### src/rtl/fir_pkg.sv
// Shared constants, FSM state encoding and output saturation for the FIR tap sequencer.
package fir_pkg;

  localparam int DW = 16;
  localparam int CW = 16;
  localparam int PW = DW + CW + 1;

  typedef enum logic [1:0] {
    IDLE  = 2'd0,
    RUN   = 2'd1,
    DRAIN = 2'd2,
    OUT   = 2'd3
  } state_e;

  localparam logic signed [63:0] SAT_MAX = (64'sd1 <<< (DW - 1)) - 64'sd1;
  localparam logic signed [63:0] SAT_MIN = -(64'sd1 <<< (DW - 1));

  function automatic logic signed [DW-1:0] sat_dw(input logic signed [63:0] r);
    if (r > SAT_MAX) begin
      return DW'(SAT_MAX);
    end else if (r < SAT_MIN) begin
      return DW'(SAT_MIN);
    end
    return DW'(r);
  endfunction

endpackage

### src/rtl/fir_delay_line.sv
// NTAPS-deep circular sample buffer: one write port, two combinational read ports
// addressed as offsets back from the newest sample (offset 0 = newest).
module fir_delay_line #(
  parameter int NTAPS = 32,
  parameter int DW    = 16
) (
  input  logic                     clk,
  input  logic                     rst_n,
  input  logic                     we,
  input  logic signed [DW-1:0]     wdata,
  input  logic [$clog2(NTAPS)-1:0] rd_off0,
  input  logic [$clog2(NTAPS)-1:0] rd_off1,
  output logic signed [DW-1:0]     rd_data0,
  output logic signed [DW-1:0]     rd_data1
);

  localparam int AW = $clog2(NTAPS);

  logic signed [DW-1:0] mem_q [NTAPS];
  logic signed [DW-1:0] mem_d [NTAPS];
  logic [AW-1:0]        wr_ptr_q, wr_ptr_d;
  logic [AW-1:0]        newest;

  always_comb begin
    mem_d    = mem_q;
    wr_ptr_d = wr_ptr_q;
    if (we) begin
      mem_d[wr_ptr_q] = wdata;
      wr_ptr_d        = wr_ptr_q + AW'(1);
    end
  end

  always_ff @(posedge clk or negedge rst_n) begin
    if (!rst_n) begin
      for (int i = 0; i < NTAPS; i++) mem_q[i] <= '0;
      wr_ptr_q <= '0;
    end else begin
      mem_q    <= mem_d;
      wr_ptr_q <= wr_ptr_d;
    end
  end

  // Power-of-two depth makes the modulo wrap a plain AW-bit subtraction.
  assign newest   = wr_ptr_q - AW'(1);
  assign rd_data0 = mem_q[newest - rd_off0];
  assign rd_data1 = mem_q[newest - rd_off1];

endmodule

### src/rtl/fir_tap_sequencer.sv
// Sample-rate FIR sequencer feeding an external 2-cycle dual-MAC (p = a0*b0 + a1*b1).
// Define FIR_ROUND_EN for round-half-up before saturation; default is truncation.
module fir_tap_sequencer #(
  parameter int NTAPS   = 32,
  parameter int DW      = fir_pkg::DW,
  parameter int CW      = fir_pkg::CW,
  parameter int PW      = fir_pkg::PW,
  parameter int MUL_LAT = 2,
  parameter int SHIFT   = 15
) (
  input  logic                     clk,
  input  logic                     rst_n,
  input  logic                     s_valid,
  output logic                     s_ready,
  input  logic signed [DW-1:0]     s_data,
  input  logic                     coef_we,
  input  logic [$clog2(NTAPS)-1:0] coef_addr,
  input  logic signed [CW-1:0]     coef_wdata,
  output logic signed [DW-1:0]     ma_a0,
  output logic signed [CW-1:0]     ma_b0,
  output logic signed [DW-1:0]     ma_a1,
  output logic signed [CW-1:0]     ma_b1,
  output logic                     ma_addsub,
  input  logic signed [PW-1:0]     ma_p,
  output logic                     m_valid,
  input  logic                     m_ready,
  output logic signed [DW-1:0]     m_data,
  output logic                     busy
);
  import fir_pkg::*;

  localparam int AW    = $clog2(NTAPS);
  localparam int NPAIR = NTAPS / 2;
  localparam int PCW   = $clog2(NPAIR);
  localparam int DCW   = $clog2(MUL_LAT + 1) + 1;
  localparam int ACC_W = PW + $clog2(NTAPS / 2);

  // Handshakes: a transfer happens on a rising edge where valid && ready; s_ready is
  // high only in IDLE, and m_valid/m_data hold steady in OUT until m_ready is seen.
  state_e               state_q, state_d;
  logic [PCW-1:0]       pair_q, pair_d;
  logic [DCW-1:0]       drain_q, drain_d;
  logic [MUL_LAT-1:0]   tag_q, tag_d;
  logic signed [ACC_W-1:0] acc_q, acc_d;
  logic signed [DW-1:0] m_data_q, m_data_d;
  logic signed [CW-1:0] coef_q [NTAPS];
  logic signed [CW-1:0] coef_d [NTAPS];

  logic                 accept;
  logic                 issue;
  logic signed [DW-1:0] x0, x1;
  logic signed [63:0]   acc_ext, res_r;

  assign accept = (state_q == IDLE) && s_valid;
  assign issue  = (state_q == RUN);

  fir_delay_line #(
    .NTAPS (NTAPS),
    .DW    (DW)
  ) u_delay_line (
    .clk      (clk),
    .rst_n    (rst_n),
    .we       (accept),
    .wdata    (s_data),
    .rd_off0  ({pair_q, 1'b0}),
    .rd_off1  ({pair_q, 1'b1}),
    .rd_data0 (x0),
    .rd_data1 (x1)
  );

  always_comb begin
    acc_ext = 64'(acc_q);
`ifdef FIR_ROUND_EN
    res_r = (acc_ext + (64'sd1 <<< (SHIFT - 1))) >>> SHIFT;
`else
    res_r = acc_ext >>> SHIFT;
`endif
  end

  always_ff @(posedge clk or negedge rst_n) begin
    if (!rst_n) begin
      state_q  <= IDLE;
      pair_q   <= '0;
      drain_q  <= '0;
      tag_q    <= '0;
      acc_q    <= '0;
      m_data_q <= '0;
      for (int i = 0; i < NTAPS; i++) coef_q[i] <= '0;
    end else begin
      state_q  <= state_d;
      pair_q   <= pair_d;
      drain_q  <= drain_d;
      tag_q    <= tag_d;
      acc_q    <= acc_d;
      m_data_q <= m_data_d;
      coef_q   <= coef_d;
    end
  end

  always_comb begin
    state_d  = state_q;
    pair_d   = pair_q;
    drain_d  = drain_q;
    m_data_d = m_data_q;
    coef_d   = coef_q;
    acc_d    = acc_q;
    // Each issued pair is tagged; only a tag leaving the pipe admits ma_p into acc.
    tag_d    = MUL_LAT'({tag_q, issue});
    if (tag_q[MUL_LAT-1]) begin
      acc_d = acc_q + ACC_W'(ma_p);
    end
    if (coef_we && (state_q == IDLE)) begin
      coef_d[coef_addr] = coef_wdata;
    end
    case (state_q)
      IDLE: begin
        if (s_valid) begin
          state_d = RUN;
          pair_d  = '0;
          acc_d   = '0;
        end
      end
      RUN: begin
        pair_d = pair_q + PCW'(1);
        if (pair_q == PCW'(NPAIR - 1)) begin
          state_d = DRAIN;
          drain_d = '0;
        end
      end
      DRAIN: begin
        // Covers the multiplier latency plus the cycle that folds in the last product.
        drain_d = drain_q + DCW'(1);
        if (drain_q == DCW'(MUL_LAT)) begin
          state_d  = OUT;
          m_data_d = sat_dw(res_r);
        end
      end
      OUT: begin
        if (m_ready) state_d = IDLE;
      end
      default: state_d = IDLE;
    endcase
  end

  always_comb begin
    s_ready   = (state_q == IDLE);
    busy      = (state_q != IDLE);
    m_valid   = (state_q == OUT);
    m_data    = m_data_q;
    ma_addsub = 1'b0;
    ma_a0     = '0;
    ma_b0     = '0;
    ma_a1     = '0;
    ma_b1     = '0;
    if (state_q == RUN) begin
      ma_a0 = x0;
      ma_b0 = coef_q[{pair_q, 1'b0}];
      ma_a1 = x1;
      ma_b1 = coef_q[{pair_q, 1'b1}];
    end
  end

endmodule

### config.mk
export PLATFORM = sky130hd
export DESIGN_NAME = fir_tap_sequencer
export DESIGN_NICKNAME = d
export VERILOG_FILES = /design/src/rtl/fir_pkg.sv /design/src/rtl/fir_delay_line.sv /design/src/rtl/fir_tap_sequencer.sv
export SDC_FILE = /design/constraint.sdc
export NUM_CORES = 2
export LEC_CHECK = 0
export ABC_AREA = 1
export CAP_MARGIN = 20
export CORE_MARGIN = 10
export CORE_UTILIZATION = 40
export DETAILED_ROUTE_END_ITERATION = 10
export PLACE_DENSITY = 0.54
export SLEW_MARGIN = 20
export SYNTH_ARGS = -nofsm -noshare
export SYNTH_HDL_FRONTEND = slang
export SYNTH_HIERARCHICAL = 1
export SYNTH_SLANG_ARGS = --single-unit
### constraint.sdc
create_clock -name clk -period 4.05 [get_ports clk]
set_input_delay 0.81 -clock clk [delete_from_list [all_inputs] [get_ports clk]]
set_output_delay 0.81 -clock clk [all_outputs]
set_load 0.05 [all_outputs]
* Word level (Yosys, flattened, before mapping) *
Cells that the tools add are included.
W data, S select, Z words.

storage, ports and cells
  ROM bits = 0
  latch bits = 0
  bits in writable memories = 0
  memories kept = 0
  input bits = 75
  output and inout port bits = 84
  word-level logic and storage cells = 156
  register bits after elaboration = 1,093

operators by class
  mux-type cells = 41
  divide/modulo/power cells = 0
  reductions and logical operators = 12
  shift-type cells = 0
  equal/unequal tests = 9
  magnitude comparators = 10
  bitwise logic cells = 6
  multipliers = 0
  $add $sub $neg = 7

operators with widths
  operator                number
  $bwmux W512             2
  $bmux W16 S5            4
  $mux W16                17
  $demux W16 S5           2
  $mux W37                3
  $add A37 B33 Y37        1
  $ge A6 B6 Y1 const B    6
  $not A5 Y6              6
  $gt A22 B16 Y1 const B  1
  $lt A22 B16 Y1 const B  1
  $lt A6 B1 Y1 const B    2
  $sub A5 B5 Y5           2
  $mux W2                 4
  $pmux W2 S4             1
  $pmux W4 S2             1
  $pmux W3 S2             1
  $reduce_and A2 Y1       3
  $reduce_bool A2 Y1      3
  $add A5 B1 Y5 const B   1
  $sub A5 B1 Y5 const B   1
  $add A4 B1 Y4 const B   1
  $eq A2 B2 Y1 const B    2
  $eq A4 B4 Y1 const B    1
  $logic_and A1 B1 Y1     4
  10 further kinds        15

* Longest topological paths before layout *
  word-level depth = 7
  depth in mapped cells = 18

* By module *
Netlist, hierarchy kept.

modules (own cells, without submodules)
  module             area each (µm²)  cells an instance  instances  seq. area each (µm²)
  fir_delay_line     30,608.1         4,656              1          12,937.4
  fir_tap_sequencer  28,160.8         3,524              1          14,413.8

* Worst setup path before layout *
No wires, ideal clock.

  path type = register -> output
  start = register u_delay_line.wr_ptr_q[0]
  end = output port ma_a1[10]
  cell stages (with the launch flop) = 16
  required time = 3.240 ns
  arrival = 2.829 ns
  slack = 0.411 ns
  path through = dfrtp_1 inv_1 ha_1 inv_1 fa_1 inv_1 clkbuf_1 clkbuf_1 nand3_1 nand3_1 nand3_1 nand2_1 nand2_1 nand2_1 nand2_1 inv_1

between the ends
  cells in the longest elaborated chain, start to end = 7

RTL lines
  item                                          RTL line                  RTL
  start, declared                               fir_delay_line.sv:21      logic [AW-1:0] wr_ptr_q, wr_ptr_d;
  start signal, assigned                        fir_delay_line.sv:39      wr_ptr_q <= wr_ptr_d;
  $sub A5 B1 Y5                                 fir_delay_line.sv:44      assign newest = wr_ptr_q - AW'(1);
  via u_delay_line.newest[0]                    fir_delay_line.sv:22      logic [AW-1:0] newest;
  $sub A5 B5 Y5                                 fir_delay_line.sv:46      assign rd_data1 = mem_q[newest - rd_off1];
  $not A5 Y6 (implied by the code)              fir_delay_line.sv:46
  $bmux W16 S5                                  fir_delay_line.sv:46
  $mux W16 (implied by the code) (2 in series)  fir_delay_line.sv:46
  via x1[10]                                    fir_tap_sequencer.sv:51   logic signed [DW-1:0] x0, x1;
  $mux W16                                      fir_tap_sequencer.sv:155  if (state_q == RUN) begin
  end, declared                                 fir_tap_sequencer.sv:21   output logic signed [DW-1:0] ma_a1,

The timed path passes the listed nets, and every way through them passes these cells. The select of a mux whose other input is x is not followed.

* Worst setup path in the final report *
  start = register u_delay_line.wr_ptr_q[0]
  end = output port ma_a0[11]

between the ends
  cells in the longest elaborated chain, start to end = 7

RTL lines
  item                                          RTL line                  RTL
  $sub A5 B1 Y5                                 fir_delay_line.sv:44
  via u_delay_line.newest[0]                    fir_delay_line.sv:22
  $sub A5 B5 Y5                                 fir_delay_line.sv:45      assign rd_data0 = mem_q[newest - rd_off0];
  $not A5 Y6 (implied by the code)              fir_delay_line.sv:45
  $bmux W16 S5                                  fir_delay_line.sv:45
  $mux W16 (implied by the code) (2 in series)  fir_delay_line.sv:45
  via x0[11]                                    fir_tap_sequencer.sv:51
  $mux W16                                      fir_tap_sequencer.sv:155
  end, declared                                 fir_tap_sequencer.sv:19   output logic signed [DW-1:0] ma_a0,

The timed path passes the listed nets, and every way through them passes these cells. The select of a mux whose other input is x is not followed.

==> key figures <==
Detailed routing
  • First-pass iteration count of the detailed router: 7
  • Residual DRC: 0
  • Post-DR wirelength/cell: 20.66 um
  • Via density: 5.460
  • Wire length reported by the detailed router: 209.8 mm
  • Initial drt markers: 6100
  • Detail Route Antenna Nets: 0
  • Via Count: 55450

GRT
  • First-pass GRT wire length: 323.2 mm
  • GRT overflow: 0
  • Vias in the first global route: 52820
  • Number of antenna violations at the first check in global routing: 4
  • Total GRT Usage: 25.01%
  • Largest net degree at the start of global routing: 133

Timing
  • Final worst clock skew: 50.32 ps
  • Tightest Pin Transition: 1123 ps
  • Upper clock frequency limit: 0.2161 GHz
  • Final-report setup violation count: 32
  • Final max-slew violation count: 0
  • Post-route setup slack: -577.8 ps
  • Final hold viol count: 0
  • Final worst-path cycle share: 114.3%
  • Rel. slew slack: 25.08%
  • Min cycle time layout: 4628 ps
  • RSZ-0062 raised after global routing: true

Setup path
  • Most common cell on crit path: buf_12
  • Crit path capture type: output port
  • Critical Path Source: u_delay_line/wr_ptr_q[0]$_DFFE_PN0P_
  • Startpoint class of the critical path: register
  • Register-to-register setup slack: 1270 ps
  • Worst path cell trace: inv_2, ha_4, inv_6, fa_4, buf_12, buf_12, clkbuf_16, nand3_1, nand3_1, nand3_2, nand2_4, nand2_4, nand2_2, nand2_1, inv_2, buf_12
  • Worst flop-to-flop path startpoint: state_q[0]$_DFFE_PN0P_
  • Required time worst endpoint: 3240 ps
  • Largest delay share family, worst path: adder cells
  • Cell with the biggest individual delay on the critical path: fa_4
  • Critical path class: register to output port
  • Bufs and invs on worst path: 7
  • Arrival time of data at the critical path endpoint: 3820 ps
  • Largest fanout on the critical path: 8
  • Slowest Stage Delay on Critical Path: 850 ps

Floorplan
  • Full die area: 162700 um2
  • Total number of placement rows: 140
  • Floorplan core area: 145900 um2
  • Num ports: 159
  • Starting density of the core: 40.28%
  • Die extent in x: 403.3 um
  • Die Height: 403.3 um

Worst hold path
  • Critical hold path startpoint: tag_q[0]$_DFF_PN0_
  • Hold WC Path Type: register to register

Finish
  • Ratio of cells with drive above 1 in the final layout: 11.33%
  • Storage cell area: 27370 um2
  • Leading cell type in the layout, fill and taps excluded: nand2_1
  • Nets: 8264
  • Number of filler cells placed in the layout: 14390
  • Area used by multi-input combinational logic: 27440 um2
  • N_diodes: 0
  • Leading cell types in the layout, fill and taps excluded: nand2_1 (2494), o21ai_0 (1299), dfrtp_1 (1088), nand3_1 (825), inv_1 (736)
  • Layout Cells excl Fill: 10160
  • Final instance area: 71150 um2
  • Synthesis-to-layout area growth: 21.06%

CTS
  • Number of H-tree levels: 4
  • Clock sink total: 1093
  • Bufs on Longest Clock Path: 3
  • CTS clk-pin slew, worst paths: 60 ps
  • Clock root cell: clkbuf_16
  • TritonCTS clock tree: yes
  • Number of CTS-inserted buffers: 132
  • Clock latency at the later pin of the worst-skew pair: 780 ps

Place
  • Post-detailed-placement half-perimeter wirelength: 122.8 mm
  • Number of cells after detailed placement: 9847
  • Cell area reported after detailed placement: 63340 um2
  • Worst-case setup slack after placement: 42.99 ps
  • Number of buffers inserted by port buffering: 157
  • GP Congestion: 0.8711

Logic synthesis
  • Number of enable flip-flop cells after synthesis: 0
  • Number of instances in the synthesized netlist: 8180
  • Fraction of registers with async set/reset: 100.0%
  • Avg Cell Area, Syn: 7.184 um2
  • Count of distinct cell types in the synthesized netlist: 42
  • Sequential cell area fraction in the yosys report: 46.54%
  • Flop and latch count out of synthesis: 1093
  • Most used flip-flop cell after synthesis: dfrtp_1
  • Syn Std Cell Area: 58770 um2
  • Yosys warnings: 6

Run status
  • Status: complete, but fails checks
  • Violations in the final reports: negative setup slack

Flow run
  • Count of max-cap constraint violations: 0
[synth_stat cells (all sizes together), types with 27 or more instances]
library cell     n  area (um2)
nand3         1017        5090
a21oi           69       345.3
clkbuf         453        1700
nand2         2600        9772
buf            170       867.1
o21ai         1320        6606
dfrtp         1093       27350
ha              55       688.2
o211ai          27       202.7
o221ai         110       963.4
nor2           374        1419
inv            790        2965
[final timing paths]
path                                                       end  depth (start not counted)
hold reg to reg                             tag_q[1]$_DFF_PN0_                          0
setup reg to reg           u_delay_line/mem_q[404]$_DFFE_PN0P_                          9
max in group asynchronous              coef_q[331]$_DFFE_PN0P_                          3
hold / removal                              tag_q[1]$_DFF_PN0_                          0
setup / recovery                                     ma_a0[11]                         16
min in group asynchronous  u_delay_line/mem_q[193]$_DFFE_PN0P_                          2
[what timing repair did]
action,4_1_cts,5_1_grt
hold buffers,1,0
gates cloned,23,9
gates resized for setup,250,209
pin swaps,82,97
endpoints found under the hold margin,6,0
endpoints found under the setup margin,47,48
setup buffers,27,3
[state kept, by name, indices dropped and copies added, names as in the netlist]
register	flops
coef_q	512
state_q	2
tag_q	2
acc_q	37
u_delay_line/mem_q	512
m_data	16
pair_q	4
u_delay_line/wr_ptr_q	5
drain_q	3
[per-stage QoR]
stage	hold WS (ps)	setup TNS (ps)	util, %
after floorplan	331.2	0	-
after global placement	333.4	0	43.39
after detailed placement	337.8	0	43.41
after CTS	351.7	-15540	47.90
after global routing	366.3	-18800	48.76
final	349.5	-15640	48.76
[cell type report]
| cell class | count | area share, % |
|---|---|---|
| multi-input cells | 5671 | 38.57 |
| flip-flops and latches | 1093 | 38.46 |
| repair buffers | 438 | 8.621 |
| clock buffers | 188 | 5.318 |
| inverters | 794 | 4.289 |
| well taps | 1917 | 3.371 |
| clock inverters | 53 | 1.358 |
| repair inverters | 1 | 0.01583 |
[routing by layer]
metal / vias up / GRT usage (%) / part of all wire, %
met1: 26630 / 36.31 / 46
met4: 2 / 7.758 / 2.9
met5: - / 0 / 0.0052
met3: 394 / 4.161 / 7.7
li1: 26250 / - / -
met2: 2166 / 37.91 / 44
[cells by family after synthesis]
group,after synthesis,share of synthesized area [%]
AO/OA/AOI/OAI,1569,14.36
AND/OR/NAND/NOR,4024,28.06
XOR/XNOR,17,0.3109
buffers and inverters,1417,9.440
flip-flops,1093,46.54
adder cells (fa/ha/maj),58,1.273
other,2,0.01278
Power is not shown: default switching activity piles up to over one toggle a cycle in this logic, so the estimate is an artifact.
